`config.mk`:
```
export PLATFORM = sky130hd
export DESIGN_NAME = i2c_reg_sequencer
export DESIGN_NICKNAME = d
export VERILOG_FILES = /design/src/rtl/i2c_reg_sequencer.sv
export SDC_FILE = /design/constraint.sdc
export NUM_CORES = 1
export LEC_CHECK = 0
export ABC_AREA = 1
export BUFFER_PORTS_ARGS = -buffer_cell sky130_fd_sc_hd__buf_2
export CORE_MARGIN = 5
export CORE_UTILIZATION = 55
export DETAILED_ROUTE_END_ITERATION = 7
export MAX_ROUTING_LAYER = met4
export PLACE_DENSITY = 0.78
export SLEW_MARGIN = 25
export SYNTH_ARGS = -nofsm -noshare
export SYNTH_HDL_FRONTEND = slang
export SYNTH_SLANG_ARGS = --single-unit
```
`constraint.sdc`:
```
create_clock -name clk -period 9.8 [get_ports clk]
set_input_delay 1.47 -clock clk [delete_from_list [all_inputs] [get_ports clk]]
set_output_delay 1.47 -clock clk [all_outputs]
set_load 0.1 [all_outputs]
```
`src/rtl/i2c_reg_sequencer.sv`:
```
// i2c_reg_sequencer
//   Runs complete I2C register transactions (write or repeated-start read of
//   1..MAX_BYTES data bytes) on top of a byte-level serdes. It can also re-issue
//   the last transaction periodically (poll mode). Read data is published
//   atomically, and only when a read completes without a NACK.
//
// Ports
//   clk, rst       system clock, asynchronous active-high reset
//   cmd[31:0]      go[31] rw[30] poll_en[29] nbytes-1[25:24] dev[22:16] reg[15:8]
//   wdata          write bytes; byte N-1 is sent first
//   rdata          read bytes; the first received byte lands in byte N-1
//   busy, done     transaction active / one-cycle end pulse
//   nack_err       sticky NACK flag, cleared when the next transaction starts
//   xfer_count     completed transactions (NACKed ones included)
//   step, tx_byte, step_valid   op request to the serdes, held until ready
//   rx_byte, ready, ack         op completion from the serdes
//
// state     | meaning
// ----------+-----------------------------------------------------------
// IDLE      | waiting for a go edge
// ADDR_W    | START + {dev,0}
// REG       | SEND register address
// DATA_W    | SEND write bytes, byte N-1 down to byte 0
// RADDR     | repeated START + {dev,1}
// READ      | READ_ACK for all but the last byte, READ_NACK for the last
// STOP      | STOP (also the exit path after any NACK)
// DONE      | done pulse; choose IDLE or WAIT_POLL from live poll_en
// WAIT_POLL | count down the poll interval, then rerun the latched command

module i2c_reg_sequencer #(
   parameter int MAX_BYTES   = 4,
   parameter int POLL_CYCLES = 25_000_000
) (
   input  logic                   clk,
   input  logic                   rst,
   input  logic [31:0]            cmd,
   input  logic [8*MAX_BYTES-1:0] wdata,
   output logic [8*MAX_BYTES-1:0] rdata,
   output logic                   busy,
   output logic                   done,
   output logic                   nack_err,
   output logic [15:0]            xfer_count,
   output logic [2:0]             step,
   output logic [7:0]             tx_byte,
   output logic                   step_valid,
   input  logic [7:0]             rx_byte,
   input  logic                   ready,
   input  logic                   ack
);

   localparam logic [2:0] OP_START   = 3'd0;
   localparam logic [2:0] OP_SEND    = 3'd1;
   localparam logic [2:0] OP_RD_ACK  = 3'd2;
   localparam logic [2:0] OP_RD_NACK = 3'd3;
   localparam logic [2:0] OP_STOP    = 3'd4;

   localparam logic [1:0]  MAX_M1    = 2'(MAX_BYTES - 1);
   localparam logic [31:0] POLL_LOAD = 32'(POLL_CYCLES - 1);

   typedef enum logic [3:0] {
      S_IDLE, S_ADDR_W, S_REG, S_DATA_W, S_RADDR, S_READ, S_STOP, S_DONE, S_WAIT_POLL
   } state_t;

   state_t state, state_n;

   logic                   go_prev;
   logic                   go_edge;
   logic                   rw_q;
   logic [6:0]             dev_q;
   logic [7:0]             reg_q;
   logic [1:0]             nm1_q;
   logic [1:0]             nm1_cmd;
   logic [8*MAX_BYTES-1:0] wdata_q;
   logic [8*MAX_BYTES-1:0] shadow;
   logic [1:0]             idx;
   logic [31:0]            poll_cnt;

   logic sv_n;
   logic latch_cmd;
   logic start_txn;
   logic set_nack;
   logic idx_dec;
   logic shadow_we;
   logic finish;

   logic unused_cmd_bits;
   assign unused_cmd_bits = ^{cmd[28:26], cmd[23], cmd[7:0]};

   assign go_edge = cmd[31] & ~go_prev;
   // Byte counts beyond the configured width are clamped.
   assign nm1_cmd = (cmd[25:24] > MAX_M1) ? MAX_M1 : cmd[25:24];

   // Op states share one handshake: a state entered with step_valid low
   // presents its op next cycle; ready drops step_valid for one idle cycle.
   always_comb begin
      state_n   = state;
      sv_n      = step_valid;
      latch_cmd = 1'b0;
      start_txn = 1'b0;
      set_nack  = 1'b0;
      idx_dec   = 1'b0;
      shadow_we = 1'b0;
      finish    = 1'b0;
      case (state)
         S_IDLE: begin
            if (go_edge) begin
               latch_cmd = 1'b1;
               start_txn = 1'b1;
               sv_n      = 1'b1;
               state_n   = S_ADDR_W;
            end
         end
         S_ADDR_W, S_REG, S_DATA_W, S_RADDR: begin
            if (!step_valid) begin
               sv_n = 1'b1;
            end else if (ready) begin
               sv_n = 1'b0;
               if (!ack) begin
                  set_nack = 1'b1;
                  state_n  = S_STOP;
               end else begin
                  case (state)
                     S_ADDR_W: state_n = S_REG;
                     S_REG:    state_n = rw_q ? S_RADDR : S_DATA_W;
                     S_RADDR:  state_n = S_READ;
                     default: begin
                        if (idx == 2'd0) state_n = S_STOP;
                        else             idx_dec = 1'b1;
                     end
                  endcase
               end
            end
         end
         S_READ: begin
            if (!step_valid) begin
               sv_n = 1'b1;
            end else if (ready) begin
               sv_n      = 1'b0;
               shadow_we = 1'b1;
               if (idx == 2'd0) state_n = S_STOP;
               else             idx_dec = 1'b1;
            end
         end
         S_STOP: begin
            if (!step_valid) begin
               sv_n = 1'b1;
            end else if (ready) begin
               sv_n    = 1'b0;
               finish  = 1'b1;
               state_n = S_DONE;
            end
         end
         S_DONE: begin
            state_n = cmd[29] ? S_WAIT_POLL : S_IDLE;
         end
         S_WAIT_POLL: begin
            if (go_edge) begin
               latch_cmd = 1'b1;
               start_txn = 1'b1;
               sv_n      = 1'b1;
               state_n   = S_ADDR_W;
            end else if (!cmd[29]) begin
               state_n = S_IDLE;
            end else if (poll_cnt == 32'd0) begin
               start_txn = 1'b1;
               sv_n      = 1'b1;
               state_n   = S_ADDR_W;
            end
         end
         default: begin
            sv_n    = 1'b0;
            state_n = S_IDLE;
         end
      endcase
   end

   always_comb begin
      step    = OP_START;
      tx_byte = 8'h00;
      case (state)
         S_ADDR_W: begin
            step    = OP_START;
            tx_byte = {dev_q, 1'b0};
         end
         S_REG: begin
            step    = OP_SEND;
            tx_byte = reg_q;
         end
         S_DATA_W: begin
            step    = OP_SEND;
            tx_byte = wdata_q[{idx, 3'b000} +: 8];
         end
         S_RADDR: begin
            step    = OP_START;
            tx_byte = {dev_q, 1'b1};
         end
         S_READ:  step = (idx == 2'd0) ? OP_RD_NACK : OP_RD_ACK;
         S_STOP:  step = OP_STOP;
         default: step = OP_START;
      endcase
   end

   assign busy = (state == S_ADDR_W) || (state == S_REG) || (state == S_DATA_W) ||
                 (state == S_RADDR) || (state == S_READ) || (state == S_STOP);
   assign done = (state == S_DONE);

   always_ff @(posedge clk or posedge rst) begin
      if (rst) begin
         state      <= S_IDLE;
         step_valid <= 1'b0;
      end else begin
         state      <= state_n;
         step_valid <= sv_n;
      end
   end

   always_ff @(posedge clk or posedge rst) begin
      if (rst) begin
         go_prev    <= 1'b0;
         rw_q       <= 1'b0;
         dev_q      <= '0;
         reg_q      <= '0;
         nm1_q      <= '0;
         wdata_q    <= '0;
         shadow     <= '0;
         rdata      <= '0;
         idx        <= '0;
         nack_err   <= 1'b0;
         xfer_count <= '0;
         poll_cnt   <= '0;
      end else begin
         go_prev <= cmd[31];
         if (latch_cmd) begin
            rw_q    <= cmd[30];
            dev_q   <= cmd[22:16];
            reg_q   <= cmd[15:8];
            nm1_q   <= nm1_cmd;
            wdata_q <= wdata;
         end
         // Data and read phases are exclusive, so one index serves both.
         if (start_txn)    idx <= latch_cmd ? nm1_cmd : nm1_q;
         else if (idx_dec) idx <= idx - 2'd1;
         if (start_txn)     nack_err <= 1'b0;
         else if (set_nack) nack_err <= 1'b1;
         if (shadow_we) shadow[{idx, 3'b000} +: 8] <= rx_byte;
         if (finish) begin
            xfer_count <= xfer_count + 16'd1;
            if (rw_q && !nack_err) rdata <= shadow;
         end
         if (state == S_DONE)
            poll_cnt <= POLL_LOAD;
         else if (state == S_WAIT_POLL && poll_cnt != 32'd0)
            poll_cnt <= poll_cnt - 32'd1;
      end
   end

endmodule

```
# Word-level counts from Yosys, hierarchy flattened
# Cells that the tools add are included.
# classes
add_sub_neg	4
magnitude_cmp	1
n_eq_ne	18
shifts	3
muxes	57
n_bitwise	3
n_reduce_logical	23
# ops
op	count
$mux 32	2
$mux 4	13
$bwmux 32	1
$logic_not 32->1	1
$pmux 8 s4	1
$reduce_bool 32->1	1
$shift 8x7->32 const A	1
$shiftx 32x6->8	1
$shiftx 8x7->32	1
$sub 32x1->32 const B	1
$mux 1	29
$pmux 4 s6	1
$add 16x1->16 const B	1
$eq 4x3->1 const B	4
$ne 2x2->1 const B	7
$pmux 4 s3	1
$pmux 3 s3	1
$eq 4x2->1 const B	2
$mux 2	4
$reduce_and 8->1	1
$neg 5->7	1
$ne 3x3->1 const B	2
$reduce_bool 2->1	3
$reduce_or 6->1	1
other kinds (20)	28
# word_totals
reg_bits	171
in_bits	76
output_inout_bits	63
wordCells	123

# Longest topological paths before layout
# Gate-level depths: netlist of the first run.
# logic_depth
ltp_word	9
depth_mapped	13

# Worst setup path after synthesis of the first run
# OpenSTA, ideal clock, no wires.
# synth_timing
path_type	register -> output
startpoint	register idx[0]
endpoint	output step[0]
arrival_time_ns	2.191
t_required_ns	8.330
slack_ns	6.139
path_stages_with_launch	8
n_path_buf	3
cell_sequence	dfrtp_1 > clkbuf_1 > inv_1 > clkbuf_1 > ha_1 > clkbuf_1 > nand2_1 > nand2_1
# synth_via
elab_chain_len	3
# synth_lines
element	line	text
start: declaration	75	logic [1:0] idx;
start signal: assignment	241	if (start_txn) idx <= latch_cmd ? nm1_cmd : nm1_q;
start signal: assignment	242	else if (idx_dec) idx <= idx - 2'd1;
$logic_not 2->1	197	S_READ: step = (idx == 2'd0) ? OP_RD_NACK : OP_RD_ACK;
$mux 1	197	
$pmux 3 s3	180	case (state)
end: declaration	43	output logic [2:0] step,
# No other way between the ends.

# Final worst setup path of the first run
# layout_timing
startpoint	register idx[1]
endpoint	output step[0]
# Same word-level chain as after synthesis.

==> run summary, run 1 <==
Max FO, Critical Path - 19
Yosys reg bits - 171
final wirelength - 19.69 mm
Critical Path RT - 8.33 ns
Root Buffer - clkbuf_16
die area - 17760 µm²
final hold vios - 0
# DRC - 0
setup tns final - 0 ns
total track usage - 23.03%
cell breakdown of the critical path - inv_2, ha_1, nand2_1, nand2_1, buf_2
worst setup path startpoint - idx[1]$_DFFE_PP0P_
worst skew pair latency - 0.43 ns
synth top area cells - dfrtp_1 (51%), nand2_1 (13%), o21ai_0 (5.8%), nand3_1 (5.0%), inv_1 (4.9%)
commonest cells after routing, fill and taps aside - nand2_1 (299), dfrtp_1 (171), buf_2 (126)
die height - 133.3 µm
Hold WS - 0.4748 ns
Mapped Area - 8356 µm²
Slew Limit Fails - 0
via count - 7091
period utilisation layout - 38.76%
pwr/cell area - 338.2 nW/µm²
Slew HR - 41.83%
Hold Path Depth - 2
crit end category - output pin
fin nets - 1235
Die Wd - 133.3 µm
Mapped Nets - 1125
initial antenna violation count - 1
Antenna Nets Post-Route - 0
number of distinct library cells after synthesis - 38
most used cell, CP - nand2_1
initial drt markers - 681
post-CTS sizing - 0
sequential area share after synthesis - 51.21%
clk buf depth - 2
layout cells sized above 1 - 17.18%
synth warn - 0
hold crit path type - flip-flop to flip-flop
RSZ-0062 raised after global routing - no
gpl congestion - 0.9112
clock sink count - 171
fmax - 263.3 MHz
Reg clk slew, reported paths - 0.07 ns
TritonCTS Buffers - 17
synthesized area per cell - 8.026 µm²
Final Skew - 0.009594 ns
Site Rows - 45
vias in the first global route - 6688
PortBufs - 126
Critical Path Max Stage Delay - 0.51 ns
Post-DP Area - 9086 µm²
Synth Instances - 1041
first-pass GRT wire length - 32.37 mm
First-pass DRT Iterations - 5
largest net degree at the start of global routing - 95
commonest non-fill, non-tap cell in the layout - nand2_1
area grow syn2layout - 15.62%
Peak supply drop - 0.0001681 V
CTS tree - built
WL per Instance - 14.55 µm
Ports - 139
GRT overflow - 0
max-cap violations - 0
Worst Tran Pin Value - 0.8724 ns
Leakage - 5.049 nW
biggest area consumer among synthesized cells - dfrtp_1
worst path arrival time - 2.33 ns
status - completed
Final Critical Period - 3.798 ns
placed wire-length estimate - 13.76 mm
Total Power - 0.003267 W
R2R cell count - 9
Post-CTS Setup Inserts - 0
reg2reg start - poll_cnt[18]$_DFFE_PP0P_
H-tree Lvls - 4
initial core utilization - 55.58%
# hold bufs at CTS - 0
drt via density - 5.241
share of the synthesized area in the top cell type - 51.21%
Setup CP Type - flip-flop to output pin
Final Setup Violations - 0
critical path's slowest cell - ha_1
Worst Setup Start Kind - flip-flop
area of the core - 15030 µm²
HP Start - dev_q[1]$_DFFE_PP0P_
Final Instance Area - 9661 µm²
## area by class of cell
class / instances / area (µm²)
antenna: 1 / 2.502
clock buffer: 18 / 429.2
clock inverter: 14 / 133.9
fill: 1357 / 5373
inverter: 121 / 459.2
multi-input combinational: 710 / 3437
sequential: 171 / 4279
tap: 188 / 235.2
timing repair buffer: 130 / 684.4
## worst paths after layout
path / end / slack, ns
worst max-delay path: step[0] / 6.00
worst min-delay path: dev_q[1]$_DFFE_PP0P_ / 0.47
worst max register to register: poll_cnt[9]$_DFFE_PP0P_ / 6.85
worst min register to register: dev_q[1]$_DFFE_PP0P_ / 0.47
max in group asynchronous: shadow[29]$_DFFE_PP0P_ / 7.49
min in group asynchronous: xfer_count[0]$_DFFE_PP0P_ / 1.17
## cells by family (layout without fill, tap and decap cells)
kind of cell | count (synthesis) | in the layout | share of synthesized area [%]
flip-flops | 171 | 171 | 51.21
buffers and inverters | 160 | 283 | 7.772
AND/OR/NAND/NOR | 544 | 544 | 28.80
AO/OA/AOI/OAI | 130 | 130 | 8.086
adder cells (fa/ha/maj) | 8 | 8 | 1.198
other | 0 | 1 | 0
XOR/XNOR | 28 | 28 | 2.935
## registers in the layout, indices dropped and copies added, names as in the netlist, 4 cells and up
register	count
dev_q	7
poll_cnt	32
rdata	32
reg_q	8
shadow	32
state	4
wdata_q	32
xfer_count	16
## per-stage QoR
step	utilization, %	setup slack (ns)	std cells
after global placement	60.26	5.761	1319
after global routing	64.26	5.857	1353
final	64.26	6.002	1353
after detailed placement	60.44	6.308	1320
after floorplan	-	3.698	1041
after CTS	64.19	6.020	1352
## where the power goes
group / internal (W) / switching [W] / total (W)
sequential: 0.000961 / 0.000147 / 0.00111
clock: 0.000354 / 0.000295 / 0.000649
combinational: 0.000306 / 0.00120 / 0.00151
## synth_stat cells
master,n
nand3b_1,4
a31oi_1,2
nand2_4,1
or2_1,1
o21ai_2,1
a21oi_1,13
dfrtp_1,171
nor4_1,1
buf_4,6
clkbuf_1,22
o21ai_1,12
inv_2,11
nand2_2,6
o211ai_1,2
nor3_2,2
clkinv_1,2
nand3_4,1
or2_2,1
xnor2_1,8
buf_2,9
or2_0,1
ha_1,8
o21bai_1,2
nor2_8,1
o31ai_2,1
buf_6,2
nor2_4,8
xor2_1,20
nor3_1,10
nand2_1,299
nor2_2,4
nand3_1,84
nor2_1,87
o21ai_0,96
nand4_1,32
nand3_2,1
inv_1,108
o22ai_1,1
## routing by layer
metal  vias up  wire (µm)  global-route usage [%]
met2       209       9370                   35.64
met3        35       1033                   3.701
li1       3540          -                       -
met1      3307       8933                   31.36
met4         0        353                   7.600
met5         -          0                       -
## critical path, delay by kind of cell (launching register included)
| kind | cells | cell delay [ns] |
|---|---|---|
| buf+inv | 2 | 0.75 |
| fa+ha+maj | 1 | 0.51 |
| flops | 1 | 0.43 |
| simple gates | 2 | 0.20 |
Power figures use the tool's default switching activity.
==> inputs of run 2 (changes only) <==
--- a/config.mk
+++ b/config.mk
@@ -8,10 +8,10 @@
 export ABC_AREA = 1
 export BUFFER_PORTS_ARGS = -buffer_cell sky130_fd_sc_hd__buf_2
 export CORE_MARGIN = 5
-export CORE_UTILIZATION = 55
+export CORE_UTILIZATION = 51
 export DETAILED_ROUTE_END_ITERATION = 7
 export MAX_ROUTING_LAYER = met4
-export PLACE_DENSITY = 0.78
+export PLACE_DENSITY = 0.76
 export SLEW_MARGIN = 25
 export SYNTH_ARGS = -nofsm -noshare
 export SYNTH_HDL_FRONTEND = slang
==> constraint.sdc (replaced) <==
create_clock -name clk -period 3.05 [get_ports clk]
set_input_delay 0.4575 -clock clk [delete_from_list [all_inputs] [get_ports clk]]
set_output_delay 0.4575 -clock clk [all_outputs]
set_load 0.1 [all_outputs]
==> run 2 against run 1 <==
  * Clock power increased to 3.3 times the previous value
  * Clock-buffer cell count increased by 3
  * Cell count up 2.2%
  * Die area grew 7.2%
  * Clock skew shrank 0.0020 ns
  * Setup slack worse by 5.7 ns
  * Non-clock buffer count is 2 higher
  * Sequential power grew to 3.2 times the previous value
==> run summary, run 2 (same netlist as run 1, synthesis figures left out) <==
status - completed
pwr/cell area - 1083 nW/µm²
Power Internal - 0.005272 W
crit end category - output pin
Critical Path RT - 2.59 ns
Switching Share - 49.90%
first-pass GRT wire length - 32.49 mm
RSZ-0062 raised after global routing - no
met2 wire len - 9.315 mm
Top Layer Used - met4
clock sink count - 171
Slew HR - 36.35%
Site Rows - 46
Slew Limit Fails - 0
placed wire-length estimate - 13.84 mm
die area - 19040 µm²
Setup CP Type - flip-flop to output pin
initial core utilization - 52.22%
initial antenna violation count - 1
worst path arrival time - 2.30 ns
final std cells w/o fill - 1383
most used cell, CP - nand2_1
TritonCTS Buffers - 17
vias in the first global route - 6609
gpl congestion - 0.9325
Root Buffer - clkbuf_16
Critical Path Max Stage Delay - 0.50 ns
area grow syn2layout - 16.28%
final hold vios - 0
PortBufs - 126
Total Power - 0.01052 W
layout cells sized above 1 - 17.32%
switching power - 0.005251 W
sequential cell area - 4279 µm²
Final Instance Area - 9716 µm²
post-CTS sizing - 0
Fill cells - 1487
Leakage - 5.067 nW
commonest cells after routing, fill and taps aside - nand2_1 (299), dfrtp_1 (171), buf_2 (126)
met3 WL - 1.120 mm
final core occ - 60.72%
CP Depth - 5
H-tree Lvls - 4
area of the core - 16000 µm²
fmax - 363.1 MHz
largest net degree at the start of global routing - 172
Max FO, Critical Path - 13
Comb power frac - 46.1%
final wirelength - 19.99 mm
clk buf depth - 2
Post-DP Area - 9128 µm²
Hold Path Depth - 1
Peak supply drop - 0.0007599 V
Antenna Nets Post-Route - 0
WL per Instance - 14.45 µm
Ports - 139
period utilisation layout - 90.30%
# hold bufs at CTS - 0
critical path's slowest cell - ha_1
commonest non-fill, non-tap cell in the layout - nand2_1
R2R cell count - 6
Reg clk slew, reported paths - 0.06 ns
CTS tree - built
die height - 138.0 µm
area of the multi-input gates - 3437 µm²
Worst Setup Start Kind - flip-flop
Final Setup Violations - 0
Seq pwr share - 33.8%
clock power share - 20.2%
drt via density - 5.156
Final Critical Period - 2.754 ns
Die Wd - 138.0 µm
cell breakdown of the critical path - inv_1, ha_1, nand2_1, nand2_1, buf_2
setup tns final - 0 ns
worst skew pair latency - 0.42 ns
Crit path max-delay family - buffers and inverters
max-cap violations - 0
Cells after DPL - 1350
CP bufs+invs - 2
Final Skew - 0.007624 ns
total track usage - 22.28%
# DRC - 0
wl on met1 - 9.292 mm
GRT overflow - 0
initial drt markers - 590
fin nets - 1237
Worst Tran Pin Value - 0.9548 ns
Post-CTS Setup Inserts - 0
hold crit path type - primary input to flip-flop
via count - 7131
First-pass DRT Iterations - 5
[run 2: changes by cell type in the layout (fill, tap and decap cells not counted), sizes merged]
| cell | change |
|---|---|
| clkinv | +1 |
| clkbuf | +3 |
| inv | -3 |
| clkinvlp | -1 |
| buf | +2 |
[run 2: area by class of cell]
class / instances / share of cell area (%)
antenna: 1 / 0.02576
clock buffer: 21 / 4.842
clock inverter: 11 / 1.133
inverter: 121 / 4.713
multi-input combinational: 710 / 35.38
sequential: 171 / 44.04
tap: 216 / 2.782
timing repair buffer: 132 / 7.083
[run 2: through the flow]
stage / hold WS (ns) / setup WS, ns
after CTS: 0.1417 / 0.3042
final: 0.1603 / 0.2959
after global routing: 0.1426 / 0.1564
after detailed placement: 0.4551 / 0.7462
after floorplan: 0.4366 / 0.4011
after global placement: 0.4527 / 0.7647
[run 2: power by group through the flow]
stage	Sequential (W)	Combinational [W]	Clock (W)
5_1_grt	0.00364	0.00527	0.00227
6_report	0.00355	0.00485	0.00212
4_1_cts	0.00355	0.00487	0.00216
3_3_place_gp	0.00354	0.00478	0
3_5_place_dp	0.00358	0.00485	0
2_1_floorplan	0.00477	0.00276	0
[run 2: path summary, 6_finish.rpt]
kind | start | end | slack, ns
max in group asynchronous | rst | state[3]$_DFFE_PP0P_ | 2.04
worst min register to register | wdata_q[6]$_DFFE_PP0P_ | wdata_q[6]$_DFFE_PP0P_ | 0.47
worst max register to register | idx[0]$_DFFE_PP0P_ | shadow[18]$_DFFE_PP0P_ | 0.75
worst max-delay path | idx[0]$_DFFE_PP0P_ | step[0] | 0.30
min in group asynchronous | rst | xfer_count[13]$_DFFE_PP0P_ | 0.25
worst min-delay path | cmd[31] | go_prev$_DFF_PP0_ | 0.16
[run 2: routing by layer]
layer	global-route usage, %	up-vias
met5	-	-
met4	5.982	0
met3	3.882	26
met2	33.46	202
met1	31.59	3351
li1	-	3552
==> inputs of run 3 (changes only) <==
--- a/config.mk
+++ b/config.mk
@@ -6,7 +6,7 @@
 export NUM_CORES = 1
 export LEC_CHECK = 0
 export ABC_AREA = 1
-export BUFFER_PORTS_ARGS = -buffer_cell sky130_fd_sc_hd__buf_2
+export BUFFER_PORTS_ARGS = -buffer_cell sky130_fd_sc_hd__buf_4
 export CORE_MARGIN = 5
 export CORE_UTILIZATION = 51
 export DETAILED_ROUTE_END_ITERATION = 7
==> run 3 against run 2 <==
  * Via count is 0.86% higher
  * Power grew 2.8%
  * Cell count barely moved
  * Non-clock buffer count grew 3
  * Register-to-register slack lost 0.28 ns
  * Clock-buffer cell count fell by 4
  * Sequential share of layout area down 1.5 points
  * Fmax is 5.8% higher
  * Clock power up 4%
  * Cell area grew 3.5%
  * Largest cell class unchanged
  * Largest power group unchanged
==> run summary, run 3 (same netlist as run 1, synthesis figures left out) <==
Diodes inserted - 0
status - completed
first-pass GRT wire length - 32.56 mm
# hold bufs at CTS - 0
initial core utilization - 52.22%
TritonCTS Buffers - 17
clk buf depth - 2
Die Wd - 138.0 µm
Setup CP Type - flip-flop to output pin
hold crit path type - primary input to flip-flop
fmax - 384.2 MHz
area of the core - 16000 µm²
Post-CTS Setup Inserts - 0
Reg clk slew, reported paths - 0.06 ns
clock sink count - 171
drt via density - 5.197
Ports - 139
Power Internal - 0.005550 W
worst path arrival time - 2.15 ns
max-cap violations - 0
setup tns final - 0 ns
switching power - 0.005271 W
clock power share - 20.4%
via count - 7192
die area - 19040 µm²
period utilisation layout - 85.34%
final core occ - 62.87%
Worst Tran Pin Value - 1.003 ns
pwr/cell area - 1076 nW/µm²
# DRC - 0
initial drt markers - 689
Final Critical Period - 2.603 ns
placed wire-length estimate - 13.95 mm
Site Rows - 46
commonest cells after routing, fill and taps aside - nand2_1 (299), dfrtp_1 (171), buf_4 (134)
cell breakdown of the critical path - inv_1, ha_1, nand2_1, nand2_1, buf_4
Worst Setup Start Kind - flip-flop
Slew HR - 32.63%
most used cell, CP - nand2_1
Antenna Nets Post-Route - 0
Peak supply drop - 0.0008092 V
gpl congestion - 0.9311
worst skew pair latency - 0.43 ns
Critical Path Max Stage Delay - 0.50 ns
final wirelength - 19.94 mm
RSZ-0062 raised after global routing - no
Switching Share - 48.71%
crit end category - output pin
Slew Limit Fails - 0
Critical Path RT - 2.59 ns
Final Setup Violations - 0
initial antenna violation count - 0
WL per Instance - 14.41 µm
final std cells w/o fill - 1384
vias in the first global route - 6771
commonest non-fill, non-tap cell in the layout - nand2_1
H-tree Lvls - 4
Leakage - 5.152 nW
CTS tree - built
layout cells sized above 1 - 17.55%
area grow syn2layout - 20.39%
die height - 138.0 µm
Seq pwr share - 33.0%
total track usage - 22.22%
fin nets - 1240
largest net degree at the start of global routing - 172
Final Skew - 0.008552 ns
Max FO, Critical Path - 13
PortBufs - 126
Cells after DPL - 1353
CP bufs+invs - 2
post-CTS sizing - 0
Comb power frac - 46.6%
GRT overflow - 0
Crit path max-delay family - buffers and inverters
final hold vios - 0
First-pass DRT Iterations - 5
Root Buffer - clkbuf_16
critical path's slowest cell - ha_1
-- run 3: cell types whose count changed in the layout (fill, tap and decap cells not counted), moves of 2 or more --
cell / previous run / this run
buf_4: 5 / 134
buf_2: 126 / 0
clkbuf_8: 3 / 0
clkinv_2: 2 / 5
bufinv_16: 1 / 3
clkinv_4: 2 / 0
-- run 3: area by class of cell --
class / count / area (µm²)
clock inverter: 14 / 168.9
fill: 1445 / 5941
sequential: 171 / 4279
inverter: 121 / 457.9
timing repair buffer: 135 / 1026
clock buffer: 17 / 425.4
multi-input combinational: 710 / 3432
tap: 216 / 270.3
-- run 3: final timing paths --
kind                            slack (ns)               startpoint                    endpoint  cells past startpoint
worst max-delay path                  0.45       idx[0]$_DFFE_PP0P_                     step[0]                      5
worst min-delay path                  0.15                  cmd[31]           go_prev$_DFF_PP0_                      1
worst max register to register        0.47       idx[0]$_DFFE_PP0P_       shadow[5]$_DFFE_PP0P_                      6
worst min register to register        0.47  wdata_q[16]$_DFFE_PP0P_     wdata_q[16]$_DFFE_PP0P_                      2
max in group asynchronous             2.11                      rst       rdata[26]$_DFFE_PP0P_                      3
min in group asynchronous             0.31                      rst  xfer_count[13]$_DFFE_PP0P_                      3
-- run 3: power by group through the flow --
stage	clock network (W)	registers [W]	logic, W
6_report	0.00221	0.00357	0.00504
5_1_grt	0.00235	0.00367	0.00545
4_1_cts	0.00223	0.00356	0.00507
3_5_place_dp	0	0.00360	0.00504
3_3_place_gp	0	0.00356	0.00497
2_1_floorplan	0	0.00477	0.00276
-- run 3: per-stage QoR --
step	power, W	hold slack (ns)	setup WS, ns	instance area [µm²]
finish	0.01082	0.1457	0.4470	10060
global route	0.01147	0.1390	0.2635	10060
CTS	0.01086	0.1384	0.4480	10060
detailed placement	0.008633	0.4563	0.5824	9465
global placement	0.008523	0.4529	0.6437	9465
floorplan	0.007539	0.4366	0.4011	8359
-- run 3: per-layer routing --
layer | wire (µm) | share of wire [%] | global-route usage [%]
met5 | 0 | 0 | -
met4 | 289 | 1.4 | 6.751
met1 | 8965 | 45 | 30.53
met3 | 1325 | 6.6 | 3.737
met2 | 9361 | 47 | 34.22
